<file path="src/rtl/seg7_scan_driver.sv">
// Time-multiplexed common-anode 7-segment driver: latches a packed digit vector on load,
// scans one digit per refresh slot and drives registered active-low segment/anode outputs.
module seg7_scan_driver #(
    parameter int DIGITS     = 4,
    parameter int CLK_DIV    = 50000,
    parameter int HEX_MODE   = 0,
    parameter int BLANK_LEAD = 1
) (
    input  logic                  clk,
    input  logic                  reset,
    input  logic                  load,
    input  logic [4*DIGITS-1:0]   din,
    input  logic [DIGITS-1:0]     dp_in,
    input  logic                  enable,
    output logic [6:0]            seg,
    output logic                  dp,
    output logic [DIGITS-1:0]     an,
    output logic                  frame_done
);

    localparam int PW = $clog2(CLK_DIV);
    localparam int IW = (DIGITS > 1) ? $clog2(DIGITS) : 1;
    localparam logic [PW-1:0] PRESC_MAX = PW'(CLK_DIV - 1);
    localparam logic [IW-1:0] IDX_MAX   = IW'(DIGITS - 1);

    logic [PW-1:0]       r_presc;
    logic [IW-1:0]       r_idx;
    logic [4*DIGITS-1:0] r_digits;
    logic [DIGITS-1:0]   r_dp;

    logic                w_tick;
    logic [3:0]          w_code;
    logic                w_dpSel;
    logic                w_blank;
    logic                w_zeroAcc;
    logic [DIGITS-1:0]   w_blankVec;
    logic [DIGITS-1:0]   w_anSel;
    logic [6:0]          w_segCode;

    assign w_tick = (r_presc == PRESC_MAX);

    function automatic logic [6:0] decode(input logic [3:0] code);
        logic [6:0] glyph;
        case (code)
            4'h0:    glyph = 7'b1000000;
            4'h1:    glyph = 7'b1111001;
            4'h2:    glyph = 7'b0100100;
            4'h3:    glyph = 7'b0110000;
            4'h4:    glyph = 7'b0011001;
            4'h5:    glyph = 7'b0010010;
            4'h6:    glyph = 7'b0000010;
            4'h7:    glyph = 7'b1111000;
            4'h8:    glyph = 7'b0000000;
            4'h9:    glyph = 7'b0010000;
            4'hA:    glyph = (HEX_MODE != 0) ? 7'b0001000 : 7'b1111111;
            4'hB:    glyph = (HEX_MODE != 0) ? 7'b0000011 : 7'b1111111;
            4'hC:    glyph = (HEX_MODE != 0) ? 7'b1000110 : 7'b1111111;
            4'hD:    glyph = (HEX_MODE != 0) ? 7'b0100001 : 7'b1111111;
            4'hE:    glyph = (HEX_MODE != 0) ? 7'b0000110 : 7'b1111111;
            default: glyph = (HEX_MODE != 0) ? 7'b0001110 : 7'b1111111;
        endcase
        return glyph;
    endfunction

    // Scan timing keeps running while the display is disabled so re-enable lands on the live slot.
    always_ff @(posedge clk or posedge reset) begin
        if (reset) begin
            r_presc    <= '0;
            r_idx      <= '0;
            frame_done <= 1'b0;
        end else begin
            r_presc    <= w_tick ? '0 : r_presc + 1'b1;
            frame_done <= w_tick && (r_idx == IDX_MAX);
            if (w_tick) begin
                r_idx <= (r_idx == IDX_MAX) ? '0 : r_idx + 1'b1;
            end
        end
    end

    always_ff @(posedge clk or posedge reset) begin
        if (reset) begin
            r_digits <= '0;
            r_dp     <= '0;
        end else if (load) begin
            r_digits <= din;
            r_dp     <= dp_in;
        end
    end

    // A digit is leading-zero blank when it and every more significant digit are zero.
    always_comb begin
        w_code     = 4'd0;
        w_dpSel    = 1'b0;
        w_blank    = 1'b0;
        w_anSel    = '1;
        w_zeroAcc  = 1'b1;
        w_blankVec = '0;
        for (int k = DIGITS - 1; k >= 0; k--) begin
            w_zeroAcc     = w_zeroAcc & (r_digits[4*k +: 4] == 4'd0);
            w_blankVec[k] = (BLANK_LEAD != 0) && (k != 0) && w_zeroAcc;
        end
        for (int k = 0; k < DIGITS; k++) begin
            if (r_idx == IW'(k)) begin
                w_code     = r_digits[4*k +: 4];
                w_dpSel    = r_dp[k];
                w_blank    = w_blankVec[k];
                w_anSel[k] = 1'b0;
            end
        end
        w_segCode = w_blank ? 7'b1111111 : decode(w_code);
    end

    always_ff @(posedge clk or posedge reset) begin
        if (reset) begin
            seg <= 7'b1111111;
            dp  <= 1'b1;
            an  <= '1;
        end else if (enable) begin
            seg <= w_segCode;
            dp  <= ~w_dpSel;
            an  <= w_anSel;
        end else begin
            seg <= 7'b1111111;
            dp  <= 1'b1;
            an  <= '1;
        end
    end

endmodule

</file>
<file path="config.mk">
export PLATFORM = sky130hd
export DESIGN_NAME = seg7_scan_driver
export DESIGN_NICKNAME = d
export VERILOG_FILES = /design/src/rtl/seg7_scan_driver.sv
export SDC_FILE = /design/constraint.sdc
export NUM_CORES = 1
export LEC_CHECK = 0
export BUFFER_PORTS_ARGS = -buffer_cell sky130_fd_sc_hd__buf_4
export CAP_MARGIN = 40
export CELL_PAD_IN_SITES_DETAIL_PLACEMENT = 1
export CELL_PAD_IN_SITES_GLOBAL_PLACEMENT = 1
export CORE_ASPECT_RATIO = 0.6
export CORE_MARGIN = 3
export CORE_UTILIZATION = 47
export CTS_BUF_LIST = sky130_fd_sc_hd__clkbuf_4 sky130_fd_sc_hd__clkbuf_8
export DETAILED_ROUTE_END_ITERATION = 10
export GPL_TIMING_DRIVEN = 0
export PLACE_DENSITY = 0.83
export SLEW_MARGIN = 20
export SYNTH_ARGS = -nofsm -noshare
export SYNTH_HDL_FRONTEND = slang
export SYNTH_SLANG_ARGS = --single-unit
</file>
<file path="constraint.sdc">
create_clock -name clk -period 2.45 [get_ports clk]
set_input_delay 0.245 -clock clk [delete_from_list [all_inputs] [get_ports clk]]
set_output_delay 0.245 -clock clk [all_outputs]
set_load 0.02 [all_outputs]
</file>
==> flow_metrics.tcl, run 1 <==
set metrics [dict create \
    dp_cells 306 \
    grt_usage_pct 20.8 \
    ys_warn_count 0 \
    ir_worst_vdd_uv 349 \
    drt_iter0_markers 65 \
    place_congestion 0.794 \
    p_int_w 0.00136 \
    antenna_found_initial 0 \
    holdPathStages 3 \
    cts-root-buf "clkbuf_8" \
    n_antenna_cell 0 \
    cts_htree_levels 2 \
    cp.required_ps 2680 \
    crit_slowest_cell "dfrtp_1" \
    fp.dieArea_sq_um 6140 \
    tightest_slew_ps 648 \
    synth.distinct_cells 42 \
    cts_buffers 5 \
    rows 19 \
    power_frac_seq_pct 52.3 \
    cts.sinks 51 \
    clk_latency_ps 310 \
    synth.most_common_cell "dfrtp_1" \
    syn_to_final_growth_pct 20.0 \
    nFillCells 504 \
    reg2reg_to "seg[3]$_DFF_PP1_" \
    worst_clock_skew_ps 6.58 \
    syn_nets 237 \
    crit_path_max_fanout 10 \
    synth_top_area_share_pct 39.9 \
    r2r_cells 10 \
    slew-limit-headroom_pct 56.8 \
    final.min_clock_period_ps 2270 \
    io_buffers 35 \
    synth_edf_count 0 \
    finalCritPeriodShare_pct 92.6 \
    grt_max_degree 33 \
    hold_start "din[12]" \
    clockBufferDepth 2 \
    clockPowerShare_pct 33.8 \
    finalPower_w 0.00181 \
    grt_first_pass_wirelength_um 9520 \
    synth_top_area_cell "dfrtp_1" \
    finalSetupViolCount 0 \
    syn_inst 207 \
    p_sw_w 0.000449 \
    finalNetCount 281 \
    grt_pass1_vias 1821 \
    syn_area_sq_um 2450 \
    timing.rr.start "r_idx[0]$_DFFE_PP0N_" \
    rsz0062_at_grt "no" \
    ant_nets 0 \
    ys_top_cells_by_count "dfrtp_1, mux2_2, nor2_1" \
    start_kind "flop" \
    status "finished clean" \
    holdWs_ps 149 \
    wire_per_inst_um 18.3 \
    firstDrtPassIters 4 \
    async_flop_share_pct 100 \
    holdCritPathClass "in2reg" \
    criticalPathCategory "reg2reg" \
    cp_data_arrival_time_ps 2500 \
    avgSynthCellArea_sq_um 11.8 \
    floorplan.initialDensity_pct 51.0 \
    switching_share_pct 24.8 \
    crit_path_end_kind "flop" \
    tns_ps 0 \
    fmax_mhz 441 \
    core_area_sq_um 4800 \
    dp_hpwl_um 4340 \
    grt_overflow 0 \
    io_pins 37 \
    slew_violations 0 \
    leakage_nw 1.31 \
    synth-seq-area-share_pct 52.8 \
    max_cap_violations 0 \
    vias_per_cell 5.38 \
    synth_area_leaders "dfrtp_1, dfstp_2, mux2_2, ha_1, xor2_1" \
    hold_viol 0 \
    drive_above_1_share_pct 37.3 \
    cp_cell_sequence "inv_1 -> ha_1 -> buf_6 -> a211oi_1 -> a221o_1 -> inv_2 -> ha_1 -> inv_1 -> o21ai_0 -> o311ai_1" \
    power_density_nw_per_um2 617 \
    r2r_slack_ps 180 \
    vias 1696 \
    min_to "r_digits[12]$_DFFE_PP0P_" \
    ys_ff_latch 51 \
    final_cells 315 \
    routed_wl_um 5770 \
    max_stage_delay_ps 440 \
    drc_errors 0 \
    cts.clk_slew.worst_paths_ps 90 \
    fp.dieW_um 99.2 \
    fin_util_pct 61.2 \
    die_y_um 61.9 \
    ys.flop_type "dfrtp_1" \
    comb_power_share_pct 13.9 \
    cts_tree "done" \
]
==> per-layer routing <==
layer,global-route usage (%),vias to the layer above,routed length [um]
li1,-,804,-
met1,28.8,858,2920
met2,33.4,29,2580
met3,4.35,5,201
met4,6.81,0,61
met5,0,-,0
==> power by group through the flow <==
stage / Sequential, W / Combinational, W / Clock [W]
2_1_floorplan: 0.000981 / 0.000124 / 0
3_3_place_gp: 0.000959 / 0.000236 / 0
3_5_place_dp: 0.000964 / 0.000253 / 0
4_1_cts: 0.000949 / 0.000255 / 0.000634
5_1_grt: 0.000954 / 0.000274 / 0.000661
6_report: 0.000948 / 0.000251 / 0.000613
==> cell usage in the layout (no fill, tap or decap), types with 7 or more instances in the layout <==
cell / n
xnor2_1: 7
nand2_1: 16
mux2_2: 20
buf_4: 35
xor2_1: 8
dfstp_2: 12
dfrtp_1: 39
inv_1: 8
nor2_1: 17
==> timing repair <==
action	in CTS	in global routing
hold buffers	1	0
gates resized for setup	0	0
hold endpoints to repair	10	0
buffers inserted	0	0
setup endpoints to repair	0	0
==> sequential cells by signal, indices dropped and copies added, names as in the netlist <==
name,flops
r_presc,16
an,4
seg,7
frame_done,1
dp,1
r_dp,4
r_idx,2
r_digits,16
==> cell families after synthesis <==
logic type	synth area share (%)
AND/OR/NAND/NOR	16.7
multiplexers	9.20
AO/OA/AOI/OAI	8.90
XOR/XNOR	5.37
buffers and inverters	4.04
adder cells (fa/ha/maj)	3.07
flip-flops	52.8
==> critical path: cells and delay by family, from the launching register on <==
kind                       cells  cell delay (ps)
adders and majority gates      2              580
AOI/OAI and AO/OA              4              780
buffers and inverters          4              380
DFF                            1              440
==> metrics by stage <==
| step | area [sq um] | worst slack, ps |
|---|---|---|
| global placement | 2790 | 307 |
| CTS | 2940 | 193 |
| detailed placement | 2810 | 254 |
| finish | 2940 | 180 |
| floorplan | 2450 | 501 |
| global route | 2940 | 64.8 |
==> final cells by class <==
cell class	count	area (sq um)	area share, %
flip-flops and latches	51	1290	44.0
multi-input cells	138	1060	36.0
repair buffers	37	293	9.97
clock buffers	6	82.6	2.81
well taps	63	78.8	2.68
plain buffers	8	61.3	2.09
inverters	10	37.5	1.28
clock inverters	2	35.0	1.19
==> how the worst max path moves through the flow <==
stage | cells past startpoint | slack, ps | start | to
2_1_floorplan | 10 | 500 | r_idx[0]$_DFFE_PP0N_ | seg[3]$_DFF_PP1_
3_3_place_gp | 2 | 310 | reset | r_dp[0]$_DFFE_PP0P_
3_5_place_dp | 10 | 250 | r_idx[0]$_DFFE_PP0N_ | seg[3]$_DFF_PP1_
4_1_cts | 8 | 190 | r_idx[0]$_DFFE_PP0N_ | seg[3]$_DFF_PP1_
5_1_grt | 10 | 60 | r_idx[0]$_DFFE_PP0N_ | seg[3]$_DFF_PP1_
6_report | 10 | 180 | r_idx[0]$_DFFE_PP0N_ | seg[3]$_DFF_PP1_
Note: power is estimated with default switching activity, not from simulation.
==> run 2, diff against run 1 <==
RECOVER_POWER = 50   (was not set)
==> flow_metrics.tcl, run 2 (synthesis results as in run 1) <==
set metrics [dict create \
    drive_above_1_share_pct 36.1 \
    holdCritPathClass "in2reg" \
    post_cts_buffers 0 \
    fin_util_pct 60.7 \
    place_congestion 0.794 \
    firstDrtPassIters 4 \
    vias 1701 \
    cts_tree "done" \
    tns_ps 0 \
    tightest_slew_ps 810 \
    wire_per_inst_um 18.3 \
    worst-path-buf-inv 4 \
    power_density_nw_per_um2 621 \
    core_area_sq_um 4800 \
    max_cap_violations 0 \
    dp_hpwl_um 4340 \
    switching_share_pct 24.8 \
    grt_usage_pct 20.8 \
    p_int_w 0.00136 \
    cts_buffers 5 \
    leakage_nw 1.30 \
    die_y_um 61.9 \
    final_common_cell "dfrtp_1" \
    vias_per_cell 5.40 \
    fp.dieW_um 99.2 \
    drt_iter0_markers 44 \
    slew_violations 0 \
    layout_common_cells "dfrtp_1, buf_4, mux2_2, nor2_1, nand2_1" \
    clockPowerShare_pct 33.9 \
    holdWs_ps 149 \
    floorplan.initialDensity_pct 51.0 \
    cts_htree_levels 2 \
    ant_nets 0 \
    cts.repair.resized 0 \
    clk_latency_ps 310 \
    finalSetupViolCount 0 \
    io_pins 37 \
    final.min_clock_period_ps 2270 \
    finalCritPeriodShare_pct 92.6 \
    grt_first_pass_wirelength_um 9520 \
    cts_hold_buf 1 \
    rows 19 \
    crit_path_max_fanout 10 \
    top_regs "r_digits: 16 flops, r_presc: 16 flops, seg: 7 flops" \
    start_kind "flop" \
    cts.clk_slew.worst_paths_ps 90 \
    crit_slowest_cell "dfrtp_1" \
    hold_viol 0 \
    max_stage_delay_ps 440 \
    io_buffers 35 \
    slew-limit-headroom_pct 46.0 \
    comb_power_share_pct 13.7 \
    power_frac_seq_pct 52.4 \
    worst_clock_skew_ps 6.27 \
    clockBufferDepth 2 \
    cts.sinks 51 \
    syn_to_final_growth_pct 19.1 \
    crit_path_end_kind "flop" \
    cp.required_ps 2680 \
    grt_max_degree 33 \
    routed_wl_um 5760 \
    drc_errors 0 \
    rsz0062_at_grt "no" \
    cts-root-buf "clkbuf_8" \
    grt_overflow 0 \
    crit_family "compound AO/OA/AOI/OAI gates" \
    cp_cell_sequence "inv_1 -> ha_1 -> buf_6 -> a211oi_1 -> a221o_1 -> inv_2 -> ha_1 -> inv_1 -> o21ai_0 -> o311ai_1" \
    finalNetCount 281 \
    n_antenna_cell 0 \
    nFillCells 506 \
    ir_worst_vdd_uv 350 \
    fp.dieArea_sq_um 6140 \
    antenna_found_initial 0 \
    grt_pass1_vias 1821 \
    status "finished clean" \
    criticalPathCategory "reg2reg" \
    cp_data_arrival_time_ps 2500 \
    p_sw_w 0.000448 \
    fmax_mhz 441 \
]
-- run 2: path summary, 6_finish.rpt --
path,from,to,slack (ps),depth (start not counted)
worst max-delay path,r_idx[0]$_DFFE_PP0N_,seg[3]$_DFF_PP1_,180,10
worst min-delay path,din[12],r_digits[12]$_DFFE_PP0P_,150,3
worst max register to register,r_idx[0]$_DFFE_PP0N_,seg[3]$_DFF_PP1_,180,10
worst min register to register,r_dp[3]$_DFFE_PP0P_,dp$_DFF_PP1_,510,3
max in group asynchronous,reset,r_dp[1]$_DFFE_PP0P_,580,4
min in group asynchronous,reset,r_digits[0]$_DFFE_PP0P_,620,3
-- run 2: area by class of cell --
| cell class | instances | area (sq um) | share of cell area, % |
|---|---|---|---|
| well taps | 63 | 78.8 | 2.71 |
| flip-flops and latches | 51 | 1290 | 44.3 |
| clock buffers | 6 | 82.6 | 2.83 |
| inverters | 10 | 37.5 | 1.29 |
| clock inverters | 2 | 35.0 | 1.20 |
| plain buffers | 8 | 61.3 | 2.10 |
| repair buffers | 37 | 270 | 9.27 |
| multi-input cells | 138 | 1060 | 36.3 |
-- run 2: metal layers --
layer | up-vias | share of wire (%) | GRT usage (%)
li1 | 805 | - | -
met1 | 862 | 50 | 28.8
met2 | 29 | 45 | 33.4
met3 | 5 | 3.6 | 4.35
met4 | 0 | 1.1 | 6.81
met5 | - | 0 | 0
-- run 2: power groups by stage --
| stage | combinational [W] | clock (W) | sequential [W] |
|---|---|---|---|
| after floorplan | 0.000124 | 0 | 0.000981 |
| after global placement | 0.000236 | 0 | 0.000959 |
| after detailed placement | 0.000253 | 0 | 0.000964 |
| after CTS | 0.000255 | 0.000634 | 0.000949 |
| after global routing | 0.000270 | 0.000661 | 0.000954 |
| final | 0.000247 | 0.000613 | 0.000948 |
-- run 2: worst register-to-register path, delay by kind of cell, from the launching register on --
kind	cells	cell delay, ps
AO/OA/AOI/OAI	4	780
adder cells (fa/ha/maj)	2	580
flip-flops	1	440
buffers and inverters	4	380
-- run 2: per-stage QoR --
step	area (sq um)	std cells	power, W	setup WS, ps
finish	2910	315	0.00181	181
detailed placement	2810	306	0.00122	254
CTS	2940	315	0.00184	193
floorplan	2450	207	0.00111	501
global placement	2790	305	0.00120	307
global route	2910	315	0.00189	64.8
